$ cat src/rtl/dac_sample_scheduler.sv
// Paced round-robin arbiter that shares one SPI DAC writer between NUM_REQ sample producers.
// Optional macro DAC_TIMEOUT_EN adds a per-phase handshake timeout and the timeout_err_o port.
module dac_sample_scheduler #(
    parameter int NUM_REQ     = 2,
    parameter int RATE_DIV    = 100,
    parameter int TIMEOUT_CYC = 64
) (
    input  logic                       clk_i,
    input  logic                       reset_ni,
    input  logic                       enable_i,
    input  logic [NUM_REQ-1:0]         req_valid_i,
    input  logic [16*NUM_REQ-1:0]      req_data_i,
    output logic [NUM_REQ-1:0]         req_ready_o,
    output logic [15:0]                dac_data_o,
    output logic                       dac_start_o,
    input  logic                       dac_idle_i,
    output logic                       busy_o,
    output logic [$clog2(NUM_REQ)-1:0] grant_id_o,
    output logic                       tick_overrun_o
`ifdef DAC_TIMEOUT_EN
    ,
    output logic                       timeout_err_o
`endif
);

    localparam int GW = $clog2(NUM_REQ);
    localparam int CW = $clog2(RATE_DIV);
    localparam logic [GW-1:0] LAST_ID  = GW'(NUM_REQ - 1);
    localparam logic [CW-1:0] TICK_MAX = CW'(RATE_DIV - 1);

    if (NUM_REQ < 2 || NUM_REQ > 8 || RATE_DIV < 40 || TIMEOUT_CYC < 2) begin : g_bad_cfg
        $error("dac_sample_scheduler: illegal parameter set");
    end

    typedef enum logic [1:0] {
        IDLE  = 2'd0,
        START = 2'd1,
        BUSY  = 2'd2
    } state_t;

    state_t        r_state;
    state_t        w_state_nxt;
    logic          r_start;
    logic          w_start_nxt;
    logic [15:0]   r_data;
    logic [GW-1:0] r_grant;
    logic [CW-1:0] r_tick_cnt;
    logic          r_pending;
    logic          r_overrun;

    logic          w_wrap;
    logic          w_launch;
    logic          w_found;
    logic [GW-1:0] w_sel;
    logic [15:0]   w_sel_data;

`ifdef DAC_TIMEOUT_EN
    localparam int TW = $clog2(TIMEOUT_CYC);
    localparam logic [TW-1:0] PHASE_MAX = TW'(TIMEOUT_CYC - 1);

    logic [TW-1:0] r_phase;
    logic          r_timeout;
    logic          w_timeout;
`endif

    assign w_wrap   = enable_i && (r_tick_cnt == TICK_MAX);
    assign w_launch = (r_state == IDLE) && r_pending && dac_idle_i && w_found;

    // A tick that wraps while the previous one is still unused is reported as lost,
    // unless that earlier tick is being consumed by a launch in the same cycle.
    always_ff @(posedge clk_i or negedge reset_ni) begin
        if (!reset_ni) begin
            r_tick_cnt <= '0;
            r_pending  <= 1'b0;
            r_overrun  <= 1'b0;
        end else begin
            r_overrun <= 1'b0;
            if (!enable_i) begin
                r_tick_cnt <= '0;
                r_pending  <= 1'b0;
            end else if (w_wrap) begin
                r_tick_cnt <= '0;
                r_pending  <= 1'b1;
                r_overrun  <= r_pending && !w_launch;
            end else begin
                r_tick_cnt <= r_tick_cnt + 1'b1;
                if (w_launch) begin
                    r_pending <= 1'b0;
                end
            end
        end
    end

    // First pass finds the lowest valid index above the last grant; the second pass
    // wraps around to the lowest valid index overall.
    always_comb begin
        w_found = 1'b0;
        w_sel   = r_grant;
        for (int k = 0; k < NUM_REQ; k++) begin
            if (!w_found && req_valid_i[k] && (k > int'(r_grant))) begin
                w_found = 1'b1;
                w_sel   = GW'(k);
            end
        end
        for (int k = 0; k < NUM_REQ; k++) begin
            if (!w_found && req_valid_i[k]) begin
                w_found = 1'b1;
                w_sel   = GW'(k);
            end
        end
    end

    always_comb begin
        w_sel_data  = '0;
        req_ready_o = '0;
        for (int k = 0; k < NUM_REQ; k++) begin
            if (w_sel == GW'(k)) begin
                w_sel_data     = req_data_i[16*k +: 16];
                req_ready_o[k] = w_launch;
            end
        end
    end

    always_comb begin
        w_state_nxt = r_state;
        w_start_nxt = r_start;
`ifdef DAC_TIMEOUT_EN
        w_timeout   = 1'b0;
`endif
        case (r_state)
            IDLE: begin
                if (w_launch) begin
                    w_state_nxt = START;
                    w_start_nxt = 1'b1;
                end
            end
            START: begin
                if (!dac_idle_i) begin
                    w_state_nxt = BUSY;
                    w_start_nxt = 1'b0;
                end
            end
            BUSY: begin
                if (dac_idle_i) begin
                    w_state_nxt = IDLE;
                end
            end
            default: begin
                w_state_nxt = IDLE;
                w_start_nxt = 1'b0;
            end
        endcase
`ifdef DAC_TIMEOUT_EN
        // A stalled handshake abandons the granted sample instead of retrying it.
        if ((r_state != IDLE) && (r_phase == PHASE_MAX)) begin
            w_state_nxt = IDLE;
            w_start_nxt = 1'b0;
            w_timeout   = 1'b1;
        end
`endif
    end

    always_ff @(posedge clk_i or negedge reset_ni) begin
        if (!reset_ni) begin
            r_state <= IDLE;
            r_start <= 1'b0;
            r_data  <= '0;
            r_grant <= LAST_ID;
        end else begin
            r_state <= w_state_nxt;
            r_start <= w_start_nxt;
            if (w_launch) begin
                r_data  <= w_sel_data;
                r_grant <= w_sel;
            end
        end
    end

`ifdef DAC_TIMEOUT_EN
    always_ff @(posedge clk_i or negedge reset_ni) begin
        if (!reset_ni) begin
            r_phase   <= '0;
            r_timeout <= 1'b0;
        end else begin
            r_timeout <= w_timeout;
            if ((w_state_nxt != r_state) || (r_state == IDLE)) begin
                r_phase <= '0;
            end else begin
                r_phase <= r_phase + 1'b1;
            end
        end
    end

    assign timeout_err_o = r_timeout;
`endif

    assign dac_start_o    = r_start;
    assign dac_data_o     = r_data;
    assign grant_id_o     = r_grant;
    assign busy_o         = (r_state != IDLE);
    assign tick_overrun_o = r_overrun;

endmodule

$ cat config.mk
export PLATFORM = sky130hd
export DESIGN_NAME = dac_sample_scheduler
export DESIGN_NICKNAME = d
export VERILOG_FILES = /design/src/rtl/dac_sample_scheduler.sv
export SDC_FILE = /design/constraint.sdc
export NUM_CORES = 1
export LEC_CHECK = 0
export BUFFER_PORTS_ARGS = -buffer_cell sky130_fd_sc_hd__buf_2
export CAP_MARGIN = 20
export CORE_MARGIN = 2
export CORE_UTILIZATION = 45
export DETAILED_ROUTE_END_ITERATION = 12
export PLACE_DENSITY = 0.77
export SETUP_SLACK_MARGIN = 0.4
export SYNTH_ARGS = -nofsm -noshare
export SYNTH_HDL_FRONTEND = slang
export SYNTH_SLANG_ARGS = --single-unit
$ cat constraint.sdc
create_clock -name clk_i -period 1.74 [get_ports clk_i]
set_input_delay 0.174 -clock clk_i [delete_from_list [all_inputs] [get_ports clk_i]]
set_output_delay 0.174 -clock clk_i [all_outputs]
set_load 0.05 [all_outputs]
-- Word-level counts from Yosys, hierarchy flattened
Cells that the tools add are included.
- add/sub/neg operators: 1
- magnitude comparators: 1
- eq/ne operators: 7
- multiplexer cells: 23
- bitwise logic cells: 1
- reduce and logical (&&, ||, !) cells: 15
- operators by type and width (operator ; number):
    16-bit two-way mux ; 1
    1-bit two-way mux ; 15
    7-bit two-way mux ; 2
    1-bit logical AND ; 8
    7-bit by 1-bit adder with 7-bit output, second input constant ; 1
    7-bit equality test, second input constant ; 1
    2-bit two-way mux ; 3
    2-bit inequality test, second input constant ; 3
    2-bit one-hot mux with 3 select lines ; 1
    3-bit AND reduction ; 2
    1-bit zero test ; 3
    3-bit by 1-bit inequality test with 1-bit output, second input constant ; 1
    1-bit one-hot mux with 3 select lines ; 1
    2-bit by 1-bit equality test with 1-bit output, second input constant ; 1
    2-bit equality test, second input constant ; 1
    2-bit zero test ; 1
    2-bit nonzero test ; 1
    1-bit > comparator, first input constant ; 1
    1-bit NOT ; 1
- flip-flop bits (word level): 29
- input port bits: 38
- output and inout port bits: 22
- word-level logic and storage cells: 55

-- Longest topological paths before layout
Gate-level depths: netlist of the first run.
- depth in word-level cells: 14
- mapped depth: 5
- gate-level depth less buffers: 4

-- Worst setup path before layout of the first run
OpenSTA, ideal clock, no wires.
- path kind: register to output
- from: register r_grant, in the netlist grant_id_o
- to: output req_ready_o[1]
- arrival time: 2155 ps
- required time: 1566 ps
- path slack: -589 ps
- stages on the path, launching flop included: 4
- path through: dfstp_2 nor2_1 clkbuf_1 nor3_1
- cells in the longest elaborated chain, start to end: 11
- elaborated cells between the ends (all ways): 14
- classes of those cells: order compare: 1; mux: 7; reduce/logical: 6
- ends and longest elaborated chain (element ; RTL line ; text):
    from (decl) ; 46 ; logic [GW-1:0] r_grant;
    from (signal assigned) ; 174 ; r_grant <= w_sel;
    1-bit > comparator ; 100 ; if (!w_found && req_valid_i[k] && (k > int'(r_grant))) begin
    1-bit logical AND ; 100 ;
    1-bit two-way mux ; 100 ;
    1-bit zero test ; 106 ; if (!w_found && req_valid_i[k]) begin
    1-bit logical AND ; 106 ;
    1-bit two-way mux ; 106 ;
    1-bit zero test ; 106 ;
    1-bit logical AND ; 106 ;
    1-bit two-way mux ; 106 ;
    1-bit logical AND ; 67 ; assign w_launch = (r_state == IDLE) && r_pending && dac_idle_i && w_found;
    1-bit two-way mux * ; 117 ; if (w_sel == GW'(k)) begin
    to (decl) ; 13 ; output logic [NUM_REQ-1:0] req_ready_o,
Mark *: on every way between the ends. The rest lies on a longest branch, timed or not.

-- Worst setup path after layout of the first run
Ends and elaborated chain as after synthesis.

==> run summary, run 1 <==
status = completed
fillers = 222
clk_skew = 1.31 ps
FP Rows = 20
worst path required time = 1570 ps
Netlist cell types = 33
Post-Synth Simple-Gate Area = 16.6%
Post-Layout Cell Count = 277
Post-layout nets = 272
Hold Crit Class = input port to flop
grt met2 use = 36.6%
routability cong. = 0.754
met1 GRT Util = 30.2%
core area = 3050 um2
CP Max Fanout = 4
CTS Buf Count = 5
clock-pin slew on the worst setup and hold paths = 90 ps
post-synthesis compound-gate area fraction = 23.1%
RSZ-0062 raised after global routing = true
adder-cell share of the synthesized area = 0.866%
crit path DAT = 1490 ps
met3 usage = 6.40%
Hold Path Origin = dac_idle_i
Syn Inst Count = 150
ys async rst share = 100%
root buf cell = clkbuf_4
worst vdd ir = 0.486 mV
# IOs = 60
Remaining DRCs = 0
worst reg2reg setup slack = 220 ps
fin crit share = 95.9%
pwr dens = 571 nW/um2
Die Span Y = 60.7 um
Setup crit start = grant_id_o
DP Wirelength = 2660 um
Area growth syn-to-layout = 55.7%
most frequent cell after synthesis = dfrtp_1
Starting Density = 47.3%
startpoint types = flop
sequential fraction of the synthesis area = 50.3%
depth of the most critical reg-to-reg path = 5
top cells by area, synth = dfrtp_1 48%, a31oi_1 6.9%, nand3_1 6.6%
first-pass GRT wire length = 6270 um
Synth Area per Inst = 9.63 um2
layout cells sized above 1 = 51.1%
total power draw = 1.28 mW
chip width = 60.7 um
Critical Path End = req_ready_o[1]
Setup TNS = 0 ps
combinational family with the most area after synthesis = compound AO/OA/AOI/OAI gates
pre-CTS setup slack = 205 ps
CTS H-tree depth = 2
vias in the first global route = 1455
post-layout minimum cycle time = 1670 ps
initial antenna violation count = 0
most common flop cell mapped by yosys = dfrtp_1
placed cell count = 246
Vias/cell = 5.74
cell taking the most area after synthesis = dfrtp_1
RR Endpoint = grant_id_o
Antenna diodes = 0
FMAX = 0.600 GHz
clk_lat worst skew = 330 ps
leak pwr = 1.11 nW
top cell type's share of synthesized area = 48.5%
Total Routed Length = 4530 um
Top Usage Layer GRT = met2
TritonCTS sink count = 29
critical path class = flop to output pin
setup violators final = 0
Yosys reg bits = 29
XOR/XNOR share of the synthesized area = 2.42%
Total GRT Usage = 23.6%
Max Slew Vio Count = 0
Pre-antenna DRT Iters = 4
Final Hold Fails = 0
Ys Warns = 0
Commonest cells post-synth = 28 x dfrtp_1, 19 x nand3_1, 18 x a21oi_1, 18 x o21ai_0, 16 x a31oi_1
DR iter-0 viols = 91
die footprint = 3680 um2
mux contribution to synthesized area = 1.04%
via count = 1589
Slew @ Worst Pin = 648 ps
Core Util, Final = 73.7%
Cell Area, Synth = 1450 um2
Worst slew margin = 56.8%
crit end category = output pin
worst r2r src = r_state[0]
IO buf count = 59
Syn Nets = 189
pin count of the biggest net entering global routing = 30
Post-synth EDFFs = 0
buffers from clock root to sink, at most = 2
CTS tree = done
Final WS setup = 72.1 ps
routed len/inst = 16.3 um
gr ovfl total = 0
Final ANT Viol Nets = 0
Max Cap Viol = 0
## worst max-delay path, cell delays in order, from the launching register on
cell	delay, ps
dfstp_4	660
nor2_4	50
buf_6	120
nor3_4	160
buf_6	180
## power breakdown
part | internal [mW] | switching, mW | total [mW]
combinational | 0.0898 | 0.0881 | 0.178
clock | 0.190 | 0.231 | 0.421
sequential | 0.679 | 0.00612 | 0.685
total | 0.959 | 0.325 | 1.28
## layout make-up
cell class	count	area [um2]	area share (%)
Clock buffer	7	55.1	2.45
Inverter	1	3.75	0.167
Multi-Input combinational cell	110	768	34.1
Sequential cell	29	733	32.6
Tap cell	44	55.1	2.45
Timing Repair Buffer	86	634	28.2
## how the worst min path moves through the flow
stage                               end  slack [ps]  cells past startpoint
final                        r_state[1]          40                      2
after global placement    dac_data_o[5]         220                      1
after floorplan           dac_data_o[0]        -120                      0
after global routing         r_state[1]          30                      2
after detailed placement  r_tick_cnt[1]         230                      1
after CTS                    r_state[1]          30                      2
## flip-flops by register name, summed over array words and instances (netlist names)
signal / flops
dac_data_o: 16
dac_start_o: 1
r_state: 2
grant_id_o: 1
tick_overrun_o: 1
r_pending: 1
r_tick_cnt: 7
## stage by stage
stage               hold WS, ps  cell area, um2
global route               30.8            2250
detailed placement          233            1790
finish                     44.0            2250
CTS                        31.8            2050
floorplan                  -122            1530
global placement            225            1790
## cells in the final DEF (no fill, tap or decap), types with 3 or more instances in the layout
cell	instances
a21oi_1	18
or2_4	3
buf_6	11
nand3_1	19
o21ai_0	3
o21ai_2	3
dfrtp_1	26
nor2_1	8
buf_2	55
buf_4	12
buf_8	3
o21ai_1	11
a31oi_1	15
clkbuf_4	5
## kinds of logic (layout without fill, tap and decap cells)
logic type / after synthesis / in the layout
AO/OA/AOI/OAI: 57 / 57
AND/OR/NAND/NOR: 46 / 47
flip-flops: 29 / 29
buffers and inverters: 12 / 94
XOR/XNOR: 4 / 4
adder cells (fa/ha/maj): 1 / 1
multiplexers: 1 / 1
## layer usage
metal,vias to the layer above,part of all wire [%]
met5,-,0
met3,9,10
met4,0,1.0
met2,87,50
li1,716,-
met1,777,38
## what timing repair did
item,CTS,global route
cloned,1,2
hold buffers,1,0
gates resized for setup,37,28
setup buffers,13,7
setup endpoints to repair,30,31
pin swaps,11,18
hold endpoints to repair,28,0
(Power assumes the default switching activity.)
==> inputs of run 2 (changes only) <==
==> constraint.sdc (replaced) <==
create_clock -name clk_i -period 2.1 [get_ports clk_i]
set_input_delay 0.21 -clock clk_i [delete_from_list [all_inputs] [get_ports clk_i]]
set_output_delay 0.21 -clock clk_i [all_outputs]
set_load 0.05 [all_outputs]
==> run 2 against run 1 <==
Effect of this change:
- sequential share of layout area increased by 5.5 points
- first-iteration DRC count decreased by 22%
- combinational power decreased by 39%
- wire length decreased by 20%
- critical path depth unchanged
- sequential power decreased by 17%
- global-route usage decreased by 2.0 points
- largest power group unchanged
==> run summary, run 2 (same netlist as run 1, synthesis figures left out) <==
met3 usage = 8.10% (was 6.40%)
worst reg2reg setup slack = 480 ps (was 220 ps)
Clock power frac = 32.1% (was 32.8%)
crit-path cells = nor3b_4, nand2_2, nor3_4, buf_6 (was nor2_4, buf_6, nor3_4, buf_6)
met1 GRT Util = 27.2% (was 30.2%)
DP Wirelength = 2570 um (was 2660 um)
fillers = 277 (was 222)
Antenna diodes = 0 (unchanged)
Final ANT Viol Nets = 0 (unchanged)
commonest cells after routing, fill and taps aside = 57 x buf_2, 27 x dfrtp_1, 19 x nand3_1, 18 x o21ai_0, 18 x a21oi_1 (was 55 x buf_2, 26 x dfrtp_1, 19 x nand3_1, 18 x a21oi_1, 15 x a31oi_1)
clk_skew = 8.97 ps (was 1.31 ps)
gr ovfl total = 0 (unchanged)
crit path max-delay cell type = dfrtp_1 (was dfstp_4)
Die Span Y = 60.7 um (unchanged)
DR iter-0 viols = 71 (was 91)
routed len/inst = 13.7 um (was 16.3 um)
number of flip-flops in the largest register = 16 (unchanged)
Area growth syn-to-layout = 32.4% (was 55.7%)
Max Cap Viol = 0 (unchanged)
Core Util, Final = 62.7% (was 73.7%)
RSZ-0062 raised after global routing = true (unchanged)
layout cells sized above 1 = 41.6% (was 51.1%)
via count = 1434 (was 1589)
pre-CTS setup slack = 469 ps (was 205 ps)
FP Rows = 20 (unchanged)
Flop pwr share = 56.9% (was 53.4%)
post-route cell area = 1910 um2 (was 2250 um2)
clock-pin slew on the worst setup and hold paths = 80 ps (was 90 ps)
clk_lat worst skew = 320 ps (was 330 ps)
worst vdd ir = 0.432 mV (was 0.486 mV)
max incr delay on CP = 440 ps (was 660 ps)
# IOs = 60 (unchanged)
root buf cell = clkbuf_4 (unchanged)
routability cong. = 0.850 (was 0.754)
Setup TNS = 0 ps (unchanged)
crit end category = output pin (unchanged)
CP Max Fanout = 4 (unchanged)
core area = 3050 um2 (unchanged)
fin crit share = 79.4%
Top Usage Layer GRT = met2 (unchanged)
status = completed (unchanged)
combinational share of power = 11.0% (was 13.9%)
Total Routed Length = 3600 um (was 4530 um)
FMAX = 0.599 GHz
CTS H-tree depth = 2 (unchanged)
chip width = 60.7 um (unchanged)
first-pass GRT wire length = 5740 um (was 6270 um)
leak pwr = 0.965 nW (was 1.11 nW)
Final WS setup = 432 ps (was 72.1 ps)
commonest non-fill, non-tap cell in the layout = buf_2 (unchanged)
Worst slew margin = 58.3% (was 56.8%)
Pre-antenna DRT Iters = 4 (unchanged)
pwr dens = 521 nW/um2 (was 571 nW/um2)
crit path DAT = 1460 ps (was 1490 ps)
startpoint types = flop (unchanged)
Hold Crit Class = input port to flop (unchanged)
initial antenna violation count = 0 (unchanged)
grt met2 use = 34.9% (was 36.6%)
DP Area = 1780 um2 (was 1790 um2)
pin count of the biggest net entering global routing = 30 (unchanged)
setup violators final = 0 (unchanged)
Vias/cell = 5.45 (was 5.74)
vias in the first global route = 1303 (was 1455)
IO buf count = 59 (unchanged)
CTS Buf Count = 5 (unchanged)
critical path class = flop to output pin (unchanged)
post-layout minimum cycle time = 1670 ps
placed cell count = 247 (was 246)
Total GRT Usage = 21.6% (was 23.6%)
die footprint = 3680 um2 (unchanged)
Max Slew Vio Count = 0 (unchanged)
Slew @ Worst Pin = 626 ps (was 648 ps)
cell internal pwr = 0.748 mW (was 0.959 mW)
Net Sw Frac = 25.0% (was 25.3%)
worst path required time = 1890 ps (was 1570 ps)
NetSw = 0.249 mW (was 0.325 mW)
CTS tree = done (unchanged)
buffers from clock root to sink, at most = 2 (unchanged)
Post-Layout Cell Count = 263 (was 277)
Remaining DRCs = 0 (unchanged)
Post-layout nets = 257 (was 272)
TritonCTS sink count = 29 (unchanged)
area taken by multi-input logic gates = 669 um2 (was 768 um2)
Final Hold Fails = 0 (unchanged)
Starting Density = 47.3% (unchanged)
Storage cell area = 728 um2 (was 733 um2)
[run 2: through the flow]
stage	power (mW)	hold slack (ps)
3_5_place_dp	0.679	271
5_1_grt	1.05	48.4
2_1_floorplan	0.621	-85.6
3_3_place_gp	0.678	264
6_report	0.997	69.0
4_1_cts	1.01	58.7
[run 2: critical path: cells and delay by family (launching register included)]
family | cells | cell delay (ps)
simple gates | 3 | 530
flops | 1 | 440
buf+inv | 1 | 180
[run 2: final timing paths]
check	from	to	depth (start not counted)
max	r_state[1]	req_ready_o[1]	4
min	dac_idle_i	r_state[1]	2
max in group asynchronous	reset_ni	r_state[0]	2
min in group asynchronous	reset_ni	dac_data_o[13]	2
max reg2reg	r_state[1]	grant_id_o	5
min reg2reg	r_tick_cnt[0]	r_tick_cnt[0]	1
[run 2: cell type report]
class	count	area share, %
Sequential cell	29	38.1
Timing Repair Buffer	72	21.3
Multi-Input combinational cell	109	35.0
Clock buffer	8	2.55
Inverter	1	0.196
Tap cell	44	2.88
[run 2: metal layers]
metal / up-vias / share of wire [%]
met1: 674 / 41
li1: 689 / -
met3: 5 / 8.7
met4: 0 / 1.2
met2: 66 / 49
met5: - / 0
[run 2: timing repair]
| item | CTS | global route |
|---|---|---|
| gates resized for setup | 10 | 0 |
| setup endpoints to repair | 2 | 2 |
| setup buffers | 3 | 4 |
| pin swaps | 1 | 1 |
| hold buffers | 1 | 0 |
| endpoints found under the hold margin | 28 | 0 |
[run 2: power by group through the flow]
stage	Sequential [mW]	Combinational, mW	Clock (mW)
CTS	0.567	0.105	0.333
global route	0.569	0.123	0.357
finish	0.567	0.109	0.320
detailed placement	0.578	0.100	0
floorplan	0.578	0.0437	0
global placement	0.578	0.0995	0
